<file path="src/rtl/axis_dma_buffer_pkg.sv">
// ----------------------------------------------------------------------------
// axis_dma_buffer_pkg
// Shared definitions for the AXI4-Stream DMA store-and-forward buffer:
//   state_t  - controller state encoding
//   CMD_*    - encodings of the 2-bit DMA command field (3 is reserved, a NOP)
// ----------------------------------------------------------------------------
package axis_dma_buffer_pkg;

    typedef enum logic [2:0] {
        ST_OFF,
        ST_IDLE,
        ST_IN,
        ST_IN_W1,
        ST_IN_W2,
        ST_OUT,
        ST_OUT_W1,
        ST_OUT_W2
    } state_t;

    localparam logic [1:0] CMD_NOP = 2'd0;
    localparam logic [1:0] CMD_IN  = 2'd1;
    localparam logic [1:0] CMD_OUT = 2'd2;

endpackage

</file>
<file path="src/rtl/axis_buf_mem.sv">
// ----------------------------------------------------------------------------
// axis_buf_mem
// DEPTH x DATA_W simple dual-port RAM with one write port and one read port.
// The read is registered: rd_data shows mem[rd_addr] the cycle after rd_en,
// and holds its value while rd_en is low.
// Ports:
//   clk, rst           clock, asynchronous active-high reset (read register only)
//   wr_en/wr_addr/wr_data   write port
//   rd_en/rd_addr/rd_data   read port, 1-cycle latency
// ----------------------------------------------------------------------------
module axis_buf_mem #(
    parameter int DATA_W = 32,
    parameter int DEPTH  = 32,
    parameter int ADDR_W = $clog2(DEPTH)
) (
    input  logic              clk,
    input  logic              rst,
    input  logic              wr_en,
    input  logic [ADDR_W-1:0] wr_addr,
    input  logic [DATA_W-1:0] wr_data,
    input  logic              rd_en,
    input  logic [ADDR_W-1:0] rd_addr,
    output logic [DATA_W-1:0] rd_data
);

    logic [DATA_W-1:0] mem [DEPTH];

    // NOTE: the storage array has no reset so it maps onto block/distributed
    // RAM; only the read output register is reset.
    always_ff @(posedge clk) begin
        if (wr_en) begin
            mem[wr_addr] <= wr_data;
        end
    end

    always_ff @(posedge clk or posedge rst) begin
        if (rst) begin
            rd_data <= '0;
        end else if (rd_en) begin
            rd_data <= mem[rd_addr];
        end
    end

endmodule

</file>
<file path="src/rtl/axis_dma_buffer.sv">
// ----------------------------------------------------------------------------
// axis_dma_buffer
// AXI4-Stream store-and-forward buffer under DMA control. An IN command
// captures up to len words (len 0 or > DEPTH means DEPTH) from the slave
// stream, stopping early on s_tlast. An OUT command replays the stored words
// in address order on the master stream with m_tlast on the final beat.
// Each transfer ends with a dma_valid 1->0->1 acknowledge and a done pulse.
//
// Optional feature, macro AXIS_SUM_EN: OUT appends one trailing beat holding
// the modulo-2^DATA_W sum of the stored words (accumulated during IN), and
// m_tlast moves to that beat. Undefined: no sum beat and no adder.
//
// Ports:
//   clk, rst        clock, asynchronous active-high reset
//   en              block enable; low forces OFF next cycle
//   dma_valid       DMA handshake level
//   command, len    DMA command (NOP/IN/OUT) and load length
//   s_data/s_valid/s_tlast/s_ready   slave stream (capture)
//   m_data/m_valid/m_tlast/m_ready   master stream (replay)
//   word_count      words currently held
//   busy            high during IN/OUT and their acknowledge waits
//   done            one-cycle pulse when a transfer returns to IDLE
// ----------------------------------------------------------------------------
module axis_dma_buffer
    import axis_dma_buffer_pkg::*;
#(
    parameter int DATA_W = 32,
    parameter int DEPTH  = 32,
    parameter int LEN_W  = $clog2(DEPTH + 1)
) (
    input  logic              clk,
    input  logic              rst,
    input  logic              en,
    input  logic              dma_valid,
    input  logic [1:0]        command,
    input  logic [LEN_W-1:0]  len,
    input  logic [DATA_W-1:0] s_data,
    input  logic              s_valid,
    input  logic              s_tlast,
    output logic              s_ready,
    output logic [DATA_W-1:0] m_data,
    output logic              m_valid,
    output logic              m_tlast,
    input  logic              m_ready,
    output logic [LEN_W-1:0]  word_count,
    output logic              busy,
    output logic              done
);

    localparam int               ADDR_W  = $clog2(DEPTH);
    localparam logic [LEN_W-1:0] DEPTH_L = LEN_W'(DEPTH);

    state_t            state;
    logic [LEN_W-1:0]  target;
    // One bit wider than word_count so the optional sum beat still fits.
    logic [LEN_W:0]    rd_ptr;
    logic [LEN_W:0]    total_beats;
    logic [LEN_W:0]    wc_ext;
    logic              beat_in;
    logic              wr_en;
    logic              out_free;
    logic              load_beat;
    logic              rd_en;
    logic [DATA_W-1:0] rd_data;

    assign wc_ext = {1'b0, word_count};

`ifdef AXIS_SUM_EN
    logic [DATA_W-1:0] sum_q;
    logic              sum_beat;

    assign total_beats = wc_ext + 1'b1;
    // Both mux inputs and the select are registers, so m_data stays registered.
    assign m_data      = sum_beat ? sum_q : rd_data;
`else
    assign total_beats = wc_ext;
    assign m_data      = rd_data;
`endif

    assign beat_in   = (state == ST_IN) && s_valid && s_ready;
    // An abort (en low) wins over a beat arriving in the same cycle.
    assign wr_en     = beat_in && en;
    // The output register may take a new beat when empty or being consumed.
    assign out_free  = !m_valid || m_ready;
    assign load_beat = (state == ST_OUT) && en && out_free && (rd_ptr < total_beats);
    assign rd_en     = load_beat && (rd_ptr < wc_ext);

    axis_buf_mem #(
        .DATA_W (DATA_W),
        .DEPTH  (DEPTH),
        .ADDR_W (ADDR_W)
    ) u_mem (
        .clk     (clk),
        .rst     (rst),
        .wr_en   (wr_en),
        .wr_addr (word_count[ADDR_W-1:0]),
        .wr_data (s_data),
        .rd_en   (rd_en),
        .rd_addr (rd_ptr[ADDR_W-1:0]),
        .rd_data (rd_data)
    );

    // NOTE: every register in this block uses <=, so all branches read the
    // pre-edge values of word_count, rd_ptr and state.
    always_ff @(posedge clk or posedge rst) begin
        if (rst) begin
            state      <= ST_OFF;
            s_ready    <= 1'b0;
            m_valid    <= 1'b0;
            m_tlast    <= 1'b0;
            busy       <= 1'b0;
            done       <= 1'b0;
            word_count <= '0;
            target     <= '0;
            rd_ptr     <= '0;
`ifdef AXIS_SUM_EN
            sum_q      <= '0;
            sum_beat   <= 1'b0;
`endif
        end else begin
            done <= 1'b0;
            if (!en) begin
                // Abort: contents and word_count are kept, no done pulse.
                state   <= ST_OFF;
                s_ready <= 1'b0;
                m_valid <= 1'b0;
                m_tlast <= 1'b0;
                busy    <= 1'b0;
            end else begin
                case (state)
                    ST_OFF: begin
                        if (dma_valid) begin
                            state <= ST_IDLE;
                        end
                    end

                    ST_IDLE: begin
                        case (command)
                            CMD_IN: begin
                                state      <= ST_IN;
                                busy       <= 1'b1;
                                s_ready    <= 1'b1;
                                word_count <= '0;
                                target     <= (len == '0 || len > DEPTH_L) ? DEPTH_L : len;
`ifdef AXIS_SUM_EN
                                sum_q      <= '0;
`endif
                            end
                            CMD_OUT: begin
                                state  <= ST_OUT;
                                busy   <= 1'b1;
                                rd_ptr <= '0;
                            end
                            CMD_NOP: ;
                            default: ;
                        endcase
                    end

                    ST_IN: begin
                        if (beat_in) begin
                            word_count <= word_count + 1'b1;
`ifdef AXIS_SUM_EN
                            sum_q      <= sum_q + s_data;
`endif
                            if ((word_count + 1'b1) == target || s_tlast) begin
                                s_ready <= 1'b0;
                                state   <= ST_IN_W1;
                            end
                        end
                    end

                    ST_IN_W1: begin
                        if (!dma_valid) begin
                            state <= ST_IN_W2;
                        end
                    end

                    ST_IN_W2: begin
                        if (dma_valid) begin
                            state <= ST_IDLE;
                            busy  <= 1'b0;
                            done  <= 1'b1;
                        end
                    end

                    ST_OUT: begin
                        if (load_beat) begin
                            m_valid  <= 1'b1;
                            m_tlast  <= (rd_ptr == total_beats - 1'b1);
                            rd_ptr   <= rd_ptr + 1'b1;
`ifdef AXIS_SUM_EN
                            sum_beat <= (rd_ptr == wc_ext);
`endif
                        end else if (out_free) begin
                            // All beats issued and the last one consumed
                            // (or there was nothing to send).
                            m_valid <= 1'b0;
                            m_tlast <= 1'b0;
                            state   <= ST_OUT_W1;
                        end
                    end

                    ST_OUT_W1: begin
                        if (!dma_valid) begin
                            state <= ST_OUT_W2;
                        end
                    end

                    ST_OUT_W2: begin
                        if (dma_valid) begin
                            state <= ST_IDLE;
                            busy  <= 1'b0;
                            done  <= 1'b1;
                        end
                    end

                    default: begin
                        state <= ST_OFF;
                    end
                endcase
            end
        end
    end

endmodule

</file>
<file path="config.mk">
export PLATFORM = sky130hd
export DESIGN_NAME = axis_dma_buffer
export DESIGN_NICKNAME = d
export VERILOG_FILES = /design/src/rtl/axis_dma_buffer_pkg.sv /design/src/rtl/axis_buf_mem.sv /design/src/rtl/axis_dma_buffer.sv
export SDC_FILE = /design/constraint.sdc
export NUM_CORES = 1
export LEC_CHECK = 0
export ABC_AREA = 0
export BUFFER_PORTS_ARGS = -buffer_cell sky130_fd_sc_hd__buf_2
export CAP_MARGIN = 20
export CORE_ASPECT_RATIO = 0.7
export CORE_MARGIN = 8
export CORE_UTILIZATION = 47
export DETAILED_ROUTE_END_ITERATION = 12
export PLACE_DENSITY = 0.69
export SYNTH_ARGS = -nofsm -noshare
export SYNTH_HDL_FRONTEND = slang
export SYNTH_SLANG_ARGS = --single-unit
</file>
<file path="constraint.sdc">
create_clock -name clk -period 2.9 [get_ports clk]
set_input_delay 0.29 -clock clk [delete_from_list [all_inputs] [get_ports clk]]
set_output_delay 0.29 -clock clk [all_outputs]
set_load 0.05 [all_outputs]
</file>
* Word level (Yosys, flattened, before mapping)
Memories as Yosys holds them, arrays and structs flattened. A register that Yosys moved wholly into a read port is not among the register bits.
Cells that the tools add are included.
** Storage, ports and cells
- Memories :: 1
- Input bits :: 47
- Output and inout port bits :: 43
- Bits in writable memories :: 1024
- Register bits :: 27
- Logic and storage cells :: 108
** Operators by class
- Add/subtract/negate cells :: 3
- Multiplexer cells :: 38
- Eq/ne operators :: 30
- Reductions and logical operators :: 25
- $lt $le $gt $ge :: 2
** Memory list
- u_mem.mem :: depth 32, width 32, read ports 1, clocked after Yosys merged registers in 1, wr ports 1, line axis_buf_mem.sv:26 : logic [DATA_W-1:0] mem [DEPTH];
** Operator list (count)
- two-way mux 3 bit :: 8
- two-way mux 1 bit :: 19
- two-way mux 6 bit :: 3
- inequality test 3 bit, second input constant :: 6
- one-hot mux 3 bit (6 select lines) :: 1
- inequality test 3 x 2 -> 1 bit, second input constant :: 5
- two-way mux 7 bit :: 2
- one-hot mux 7 bit (2 select lines) :: 1
- equality test 3 bit, second input constant :: 4
- one-hot mux 6 bit (2 select lines) :: 1
- AND reduction 4 bit :: 3
- AND reduction 8 bit :: 1
- adder 7 x 1 -> 7 bit, second input constant :: 1
- equality test 7 bit :: 1
- logical AND 1 bit :: 7
- < comparator 7 x 6 -> 1 bit :: 1
- subtractor 6 x 1 -> 7 bit, second input constant :: 1
- adder 6 x 1 -> 6 bit, second input constant :: 1
- equality test 3 x 2 -> 1 bit, second input constant :: 2
- equality test 6 bit :: 1
- > comparator 6 bit, second input constant :: 1
- logical NOT 6 bit :: 1
- inequality test 2 bit, second input constant :: 3
- inequality test 3 x 1 -> 1 bit, second input constant :: 2
- 15 further kinds :: 22

* Logic depth before layout (Yosys ltp)
Gate-level depths: netlist of run 1.
- Word-level depth :: 7
- Depth in mapped cells :: 11

* By module
From an unflattened synthesis of run 1, not the netlist that was laid out.
** Unflattened totals
- Cells, all modules :: 2434
- Area total of the unflattened synthesis :: 42824.8 µm²
** Modules (own cells, without submodules)
- axis_buf_mem :: cells each 2201, area an instance 40911.7 µm², instances 1
- axis_dma_buffer :: cells each 233, area an instance 1913.1 µm², instances 1

* Least setup slack after synthesis of run 1
OpenSTA, ideal clock, no wires.
- Kind :: reg-to-reg
- Start :: register word_count[0]
- End :: memory u_mem.mem[28][0] (enable)
- Data required time :: 2.479 ns
- Period minus slack after synthesis :: 3.306 ns
- Path buffers :: 2
- Setup slack :: -0.406 ns
- Arrival :: 2.885 ns
- Cell stages (with the launch flop) :: 7
- Cells stage by stage :: dfrtp_1 clkbuf_1 inv_1 ha_1 clkbuf_1 nand2_1 nor2_1
** RTL lines
- start, declared :: line axis_dma_buffer.sv:45 : output logic [LEN_W-1:0] word_count,
- start signal, assigned :: line axis_dma_buffer.sv:161 : word_count <= word_count + 1'b1;
- end, declared :: line axis_buf_mem.sv:26
Straight into the memory's write port.

* Worst setup path in the final report of run 1
- Start :: register word_count[1]
- End :: register s_ready
** On the way
- Cells in the longest elaborated chain, start to end :: 5
** RTL lines
- adder 6 x 1 -> 6 bit :: line axis_dma_buffer.sv:165 : if ((word_count + 1'b1) == target || s_tlast) begin
- equality test 6 bit :: line axis_dma_buffer.sv:165
- logical OR 1 bit :: line axis_dma_buffer.sv:165
- inequality test 3 x 2 -> 1 bit (no source line)
- AND reduction 4 bit (no source line)
- end signal, assigned :: line axis_dma_buffer.sv:125 : s_ready <= 1'b0;
- end signal, assigned :: line axis_dma_buffer.sv:142 : s_ready <= 1'b1;
- end signal, assigned :: line axis_dma_buffer.sv:166 : s_ready <= 1'b0;
- end, declared :: line axis_dma_buffer.sv:40 : output logic s_ready,
Every way passes these cells.
A chain may end at the register's enable or synchronous reset.

==> results_dict.tcl, run 1 <==
set metrics [dict create \
    clk_latency_ns 0.67 \
    vias_per_cell 6.23 \
    internal-power_uw 27700 \
    yosysWarningCount 0 \
    htree_levels 3 \
    syn-cell-area_um2 41300 \
    synth_edf_count 1024 \
    leakage_uw 0.0149 \
    comb_power_share_pct 20.4 \
    yosysSeqAreaShare_pct 78.0 \
    max_stage_delay_ns 0.56 \
    drtIter0Drc 2733 \
    clock_path_buffers 3 \
    synth_cell_types 57 \
    final.setup_skew_ns 0.0222 \
    io-pin-count 90 \
    grt_pass1_vias 20900 \
    path_max_fanout 8 \
    rsz0062_at_grt "false" \
    required_ns 3.44 \
    cp_cell_sequence "inv_1 > ha_1 > xor2_1 > a311oi_1 > o2111ai_1 > o21bai_1 > a311oi_1 > dlygate4sd3_1" \
    utilization_pct 54.4 \
    syn-num-nets 1939 \
    powerDensity_nw_per_um2 791 \
    die-area_um2 97900 \
    highest_layer "met5" \
    clkSinkCount 1083 \
    crit_slowest_cell "dlygate4sd3_1" \
    fmax_ghz 0.364 \
    cts_tree "done" \
    cts-buffers-inserted 94 \
    ant_nets 0 \
    end_kind "register" \
    die_w_um 370 \
    layout.nets 2159 \
    globalRouteTotalUtil_pct 20.6 \
    overflow 0 \
    row_count 91 \
    syn_avg_cell_area_um2 22.0 \
    ys.flop_type "edfxtp_1" \
    finalInstanceArea_um2 47600 \
    ir_worst_vdd_uv 615 \
    dp_hpwl_um 55600 \
    seq_power_share_pct 47.3 \
    wl_um 102000 \
    drc 0 \
    hold_class "in -> reg" \
    clkTransAtPathRegs_ns 0.07 \
    async_reset_ff_share_pct 5.45 \
    antenna_found_initial 4 \
    critPathTopFamily "compound AO/OA/AOI/OAI gates" \
    status "completed" \
    hold_viol 0 \
    finalCriticalPeriod_ns 2.75 \
    dr_wl_met3_um 9320 \
    fp.coreArea_um2 87600 \
    start_util_pct 47.2 \
    swShare_pct 26.5 \
    crit_arrival_ns 3.29 \
    gp_congestion 0.805 \
    setup_violations 0 \
    post-cts-setup-buffers 0 \
    synthToLayoutAreaGrowth_pct 15.3 \
    via_count 20800 \
    wl_per_cell_um 30.5 \
    drv_cap 0 \
    io_buffers 89 \
    grt_max_degree 74 \
    placed_area_um2 44500 \
    cts-root-buf "clkbuf_16" \
    met1_length_um 42100 \
    netlist_instances 1879 \
    post-route-period-util_pct 94.8 \
    cp_num_buf_inv 2 \
    p_clk_share_pct 32.4 \
    crit_top_cell "a311oi_1" \
    netSwitchingPower_uw 9980 \
    grt_pass1_wl_um 147000 \
    drive_above_1_share_pct 30.8 \
    die_height_um 264 \
    dr.pass1.iters 7 \
    slew_headroom_pct 35.4 \
    route.met2.wl_um 48600 \
    startpoint_type "register" \
    slew_viol_final 0 \
    critPathKind "reg -> reg" \
    worst_pin_slew_ns 0.970 \
    ys_ff_latch 1083 \
]
## logic make-up (layout without fill, tap and decap cells)
logic type	count (synthesis)	after routing	synth area share, %
compound gates	186	186	2.85
xor+xnor	18	18	0.415
fa+ha+maj	13	13	0.393
buf+inv	115	413	1.33
flops	1083	1083	78.0
mux	289	289	14.8
other cells	0	1	0
simple gates	175	175	2.21
## layout by cell type, fill, tap and decap left out, drive strengths merged, types with 2 or more instances in the layout
cell type	instances
mux4	256
o21ai	20
mux2	32
a31oi	2
bufinv	5
edfxtp	1024
dlygate4sd3	18
nand3b	6
clkbuf	121
xor2	6
clkinvlp	2
buf	207
nor3b	3
nand3	23
inv	14
nand4b	2
and3b	2
xnor2	11
and2	2
dfrtp	59
ha	13
nor3	5
nand2	31
nor2	44
nand2b	5
or3	5
o211ai	3
a311oi	2
nand4	2
o21a	2
or3b	3
a21oi	10
and3	2
nor2b	4
clkinv	46
a32o	2
o22ai	131
nor4	33
## flip-flops by register name, indices dropped and copies added (netlist names)
name           flops
done               1
word_count         6
u_mem.rd_data     32
busy               1
s_ready            1
m_tlast            1
rd_ptr             7
m_valid            1
u_mem.mem       1024
state              3
target             6
## final cells by class
type	count	area (um^2)
fillers	6415	39900
diodes	1	2.50
inverters	14	53.8
clock buffers	121	2530
well taps	1162	1450
multi-input cells	681	8820
clock inverters	53	440
flip-flops and latches	1083	32200
repair buffers	225	2110
## worst register-to-register path: cells and delay by family (launching register included)
kind            cells  cell delay [ns]
compound gates      4             0.78
xor+xnor            1             0.17
fa+ha+maj           1             0.39
buf+inv             2             0.74
flops               1             0.55
## synth_stat cells (all sizes together), types with 4 or more instances
cell type,instances,area [um^2]
nor4,33,206
xor2,6,52.6
edfxtp,1024,30700
xnor2,11,96.3
buf,59,342
nand2,31,116
dfrtp,59,1480
nand3,23,115
o21ai,20,100
nand3b,6,45.0
or3,5,31.3
mux4,256,5770
nor3,5,30.0
clkbuf,42,158
mux2,32,360
o22ai,131,820
inv,13,48.8
nand2b,5,31.3
nor2,44,165
nor2b,4,25.0
a21oi,10,50.1
ha,13,163
## layer usage
layer | vias up | global-route usage, %
met5 | - | 0
met4 | 6 | 4.40
met3 | 138 | 3.95
met2 | 1118 | 32.6
met1 | 11100 | 30.1
li1 | 8432 | -
## power by group through the flow
stage / combinational [uW] / clock (uW) / sequential (uW)
after floorplan: 5160 / 0 / 18700
after global placement: 7640 / 0 / 18100
after detailed placement: 7750 / 0 / 18100
after CTS: 7790 / 12400 / 17800
after global routing: 8200 / 13000 / 17800
final: 7670 / 12200 / 17800
## metrics by stage
stage	TNS [ns]	std cells	hold slack, ns	setup WS, ns	total power, uW
6_report	0	3340	0.0704	0.150	37700
5_1_grt	0	3339	0.0687	0.0313	39000
4_1_cts	0	3339	0.0310	0.130	38000
3_5_place_dp	0	3147	0.490	0.374	25900
3_3_place_gp	0	3147	0.490	0.473	25700
2_1_floorplan	-166.63	1879	0.389	-0.406	23800
## worst paths after layout
kind | cells past startpoint | to | slack, ns | start
worst max-delay path | 8 | s_ready$_DFFE_PP0P_ | 0.15 | word_count[1]$_DFFE_PP0P_
worst min-delay path | 4 | state[0]$_DFFE_PP0P_ | 0.07 | s_tlast
worst max register to register | 8 | s_ready$_DFFE_PP0P_ | 0.15 | word_count[1]$_DFFE_PP0P_
worst min register to register | 1 | u_mem.rd_data[15]$_DFFE_PP0P_ | 0.51 | u_mem.rd_data[15]$_DFFE_PP0P_
max in group asynchronous | 4 | u_mem.rd_data[21]$_DFFE_PP0P_ | 1.71 | rst
min in group asynchronous | 3 | u_mem.rd_data[16]$_DFFE_PP0P_ | 0.35 | rst
## timing repair
item / 4_1_cts / 5_1_grt
resized for setup: 0 / 1
endpoints found under the setup margin: 0 / 1
hold buffers: 18 / 0
hold endpoints to repair: 47 / 0
No activity file was read; power rests on OpenSTA's default activity.
==> run 2: changes to the inputs <==
==> constraint.sdc (replaced) <==
create_clock -name clk -period 2.9 [get_ports clk]
set_input_delay 0.29 -clock clk [delete_from_list [all_inputs] [get_ports clk]]
set_output_delay 0.29 -clock clk [all_outputs]
set_load 0.005 [all_outputs]
==> run 2 against run 1 <==
  * Die area is the same
  * First-iteration DRC count grew 1.4%
  * Non-clock buffer count shrank 14
  * Utilization grew 0.25 points
  * Clock-buffer cell count grew 13
  * Sequential power is essentially flat
  * Register-to-register slack gained 0.11 ns
  * Clock power grew 8%
  * Global-route usage grew 0.12 points
  * Critical path type unchanged
  * Largest cell class unchanged
==> results_dict.tcl, run 2 (synthesized netlist as in run 1, its figures left out) <==
set metrics [dict create \
    clkTransAtPathRegs_ns 0.07 \
    via_count 20900 \
    hold_depth 4 \
    leakage_uw 0.0150 \
    fp.coreArea_um2 87600 \
    grt_pass1_wl_um 149000 \
    drive_above_1_share_pct 30.8 \
    final.setup_skew_ns 0.0327 \
    ant_nets 0 \
    dr.pass1.iters 7 \
    reg2reg_depth 8 \
    fmax_ghz 0.379 \
    die_w_um 370 \
    powerDensity_nw_per_um2 794 \
    crit_arrival_ns 3.19 \
    ir_worst_vdd_uv 520 \
    post-cts-setup-buffers 0 \
    status "completed" \
    grt_pass1_vias 21000 \
    startpoint_type "register" \
    largest_register_ffs 1024 \
    io_buffers 89 \
    die_height_um 264 \
    setup_violations 0 \
    final_common_cell "edfxtp_1" \
    regMostFlops "u_mem.mem" \
    io-pin-count 90 \
    dp_hpwl_um 54900 \
    hold-path-endpoint "state[0]$_DFFE_PP0P_" \
    overflow 0 \
    hold_class "in -> reg" \
    finalCriticalPeriod_ns 2.64 \
    row_count 91 \
    gp_congestion 0.813 \
    hold_viol 0 \
    synthToLayoutAreaGrowth_pct 15.8 \
    wl_per_cell_um 30.6 \
    grt_max_degree 92 \
    start_util_pct 47.2 \
    cts-buffers-inserted 99 \
    clock_path_buffers 3 \
    top_regs "u_mem.mem x1024, u_mem.rd_data x32, rd_ptr x7" \
    rr_startpoint "word_count[0]$_DFFE_PP0P_" \
    required_ns 3.45 \
    htree_levels 3 \
    reg2reg_to "s_ready$_DFFE_PP0P_" \
    post-route-period-util_pct 91.1 \
    end_kind "register" \
    drc 0 \
    cts_tree "done" \
    vias_per_cell 6.26 \
    drv_cap 0 \
    layout.nets 2150 \
    placed_area_um2 44400 \
    hp-start "s_tlast" \
    r2r_slack_ns 0.26 \
    fin_setup_tns_ns 0 \
    final_cell_mix "edfxtp_1 (1024), mux4_2 (256), o22ai_1 (131), clkbuf_16 (103), buf_2 (89)" \
    die-area_um2 97900 \
    path_max_fanout 11 \
    globalRouteTotalUtil_pct 20.8 \
    slew_headroom_pct 54.5 \
    finalInstanceArea_um2 47900 \
    rsz0062_at_grt "false" \
    clkSinkCount 1083 \
    cts-root-buf "clkbuf_16" \
    slew_viol_final 0 \
    critPathKind "reg -> reg" \
    drtIter0Drc 2771 \
    clk_latency_ns 0.67 \
    worst_pin_slew_ns 0.682 \
    antenna_found_initial 5 \
    wl_um 102000 \
]
==> run 2: cell count changes in the layout (fill, tap and decap cells not counted), sizes merged <==
| cell | change |
|---|---|
| bufinv | +4 |
| clkinv | -6 |
| clkinvlp | +2 |
| diode | +4 |
| clkbuf | +13 |
| buf | -14 |
==> run 2: through the flow <==
stage	utilization, %	std cells	worst slack (ns)	power, uW	hold slack [ns]
floorplan	-	1879	-0.321	23100	0.389
global placement	50.7	3133	0.429	25100	0.322
detailed placement	50.7	3133	0.400	25200	0.329
CTS	54.6	3338	0.124	38300	0.0156
global route	54.6	3338	0.0530	39300	0.0391
finish	54.7	3343	0.258	38000	0.0503
==> run 2: worst max-delay path: stages (launching register included) <==
cell and delay, ns:
dfrtp_2 0.51, inv_1 0.11, ha_1 0.37, xor2_1 0.17
a311oi_1 0.31, o2111ai_1 0.22, o21bai_1 0.17, a311oi_1 0.09
dlygate4sd3_1 0.56
==> run 2: worst max-delay path by stage <==
stage / startpoint / end / cells past startpoint
final: word_count[0]$_DFFE_PP0P_ / s_ready$_DFFE_PP0P_ / 8
after global routing: word_count[0]$_DFFE_PP0P_ / s_ready$_DFFE_PP0P_ / 8
after detailed placement: word_count[4]$_DFFE_PP0P_ / rd_ptr[2]$_DFFE_PP0P_ / 7
after CTS: word_count[0]$_DFFE_PP0P_ / s_ready$_DFFE_PP0P_ / 8
after floorplan: state[2]$_DFFE_PP0P_ / u_mem.mem[31][0]$_DFFE_PP_ / 5
after global placement: word_count[4]$_DFFE_PP0P_ / rd_ptr[2]$_DFFE_PP0P_ / 7
==> run 2: timing repair <==
item,in CTS,in global routing
gates resized for setup,0,2
hold buffers,18,0
hold endpoints to repair,50,0
endpoints found under the setup margin,0,1
==> run 2: layout make-up <==
cell class / count / area (um^2)
antenna: 5 / 12.5
clock buffer: 134 / 2760
clock inverter: 53 / 529
fill: 6344 / 39700
inverter: 14 / 53.8
multi-input combinational: 681 / 8820
sequential: 1083 / 32200
tap: 1162 / 1450
timing repair buffer: 211 / 1990
==> run 2: layer usage <==
metal | share of wire [%] | up-vias | track usage [%] | wire [um]
li1 | - | 8433 | - | -
met2 | 46 | 1124 | 31.7 | 47000
met4 | 1.8 | 2 | 4.34 | 1890
met5 | 0.013 | - | 0 | 13
met1 | 42 | 11200 | 31.2 | 43300
met3 | 9.9 | 132 | 4.24 | 10100
==> run 2: report_power, final <==
| part | internal [uW] | switching, uW |
|---|---|---|
| clock network | 7510 | 5690 |
| logic | 3710 | 3270 |
| registers | 17400 | 445 |
| total | 28600 | 9400 |
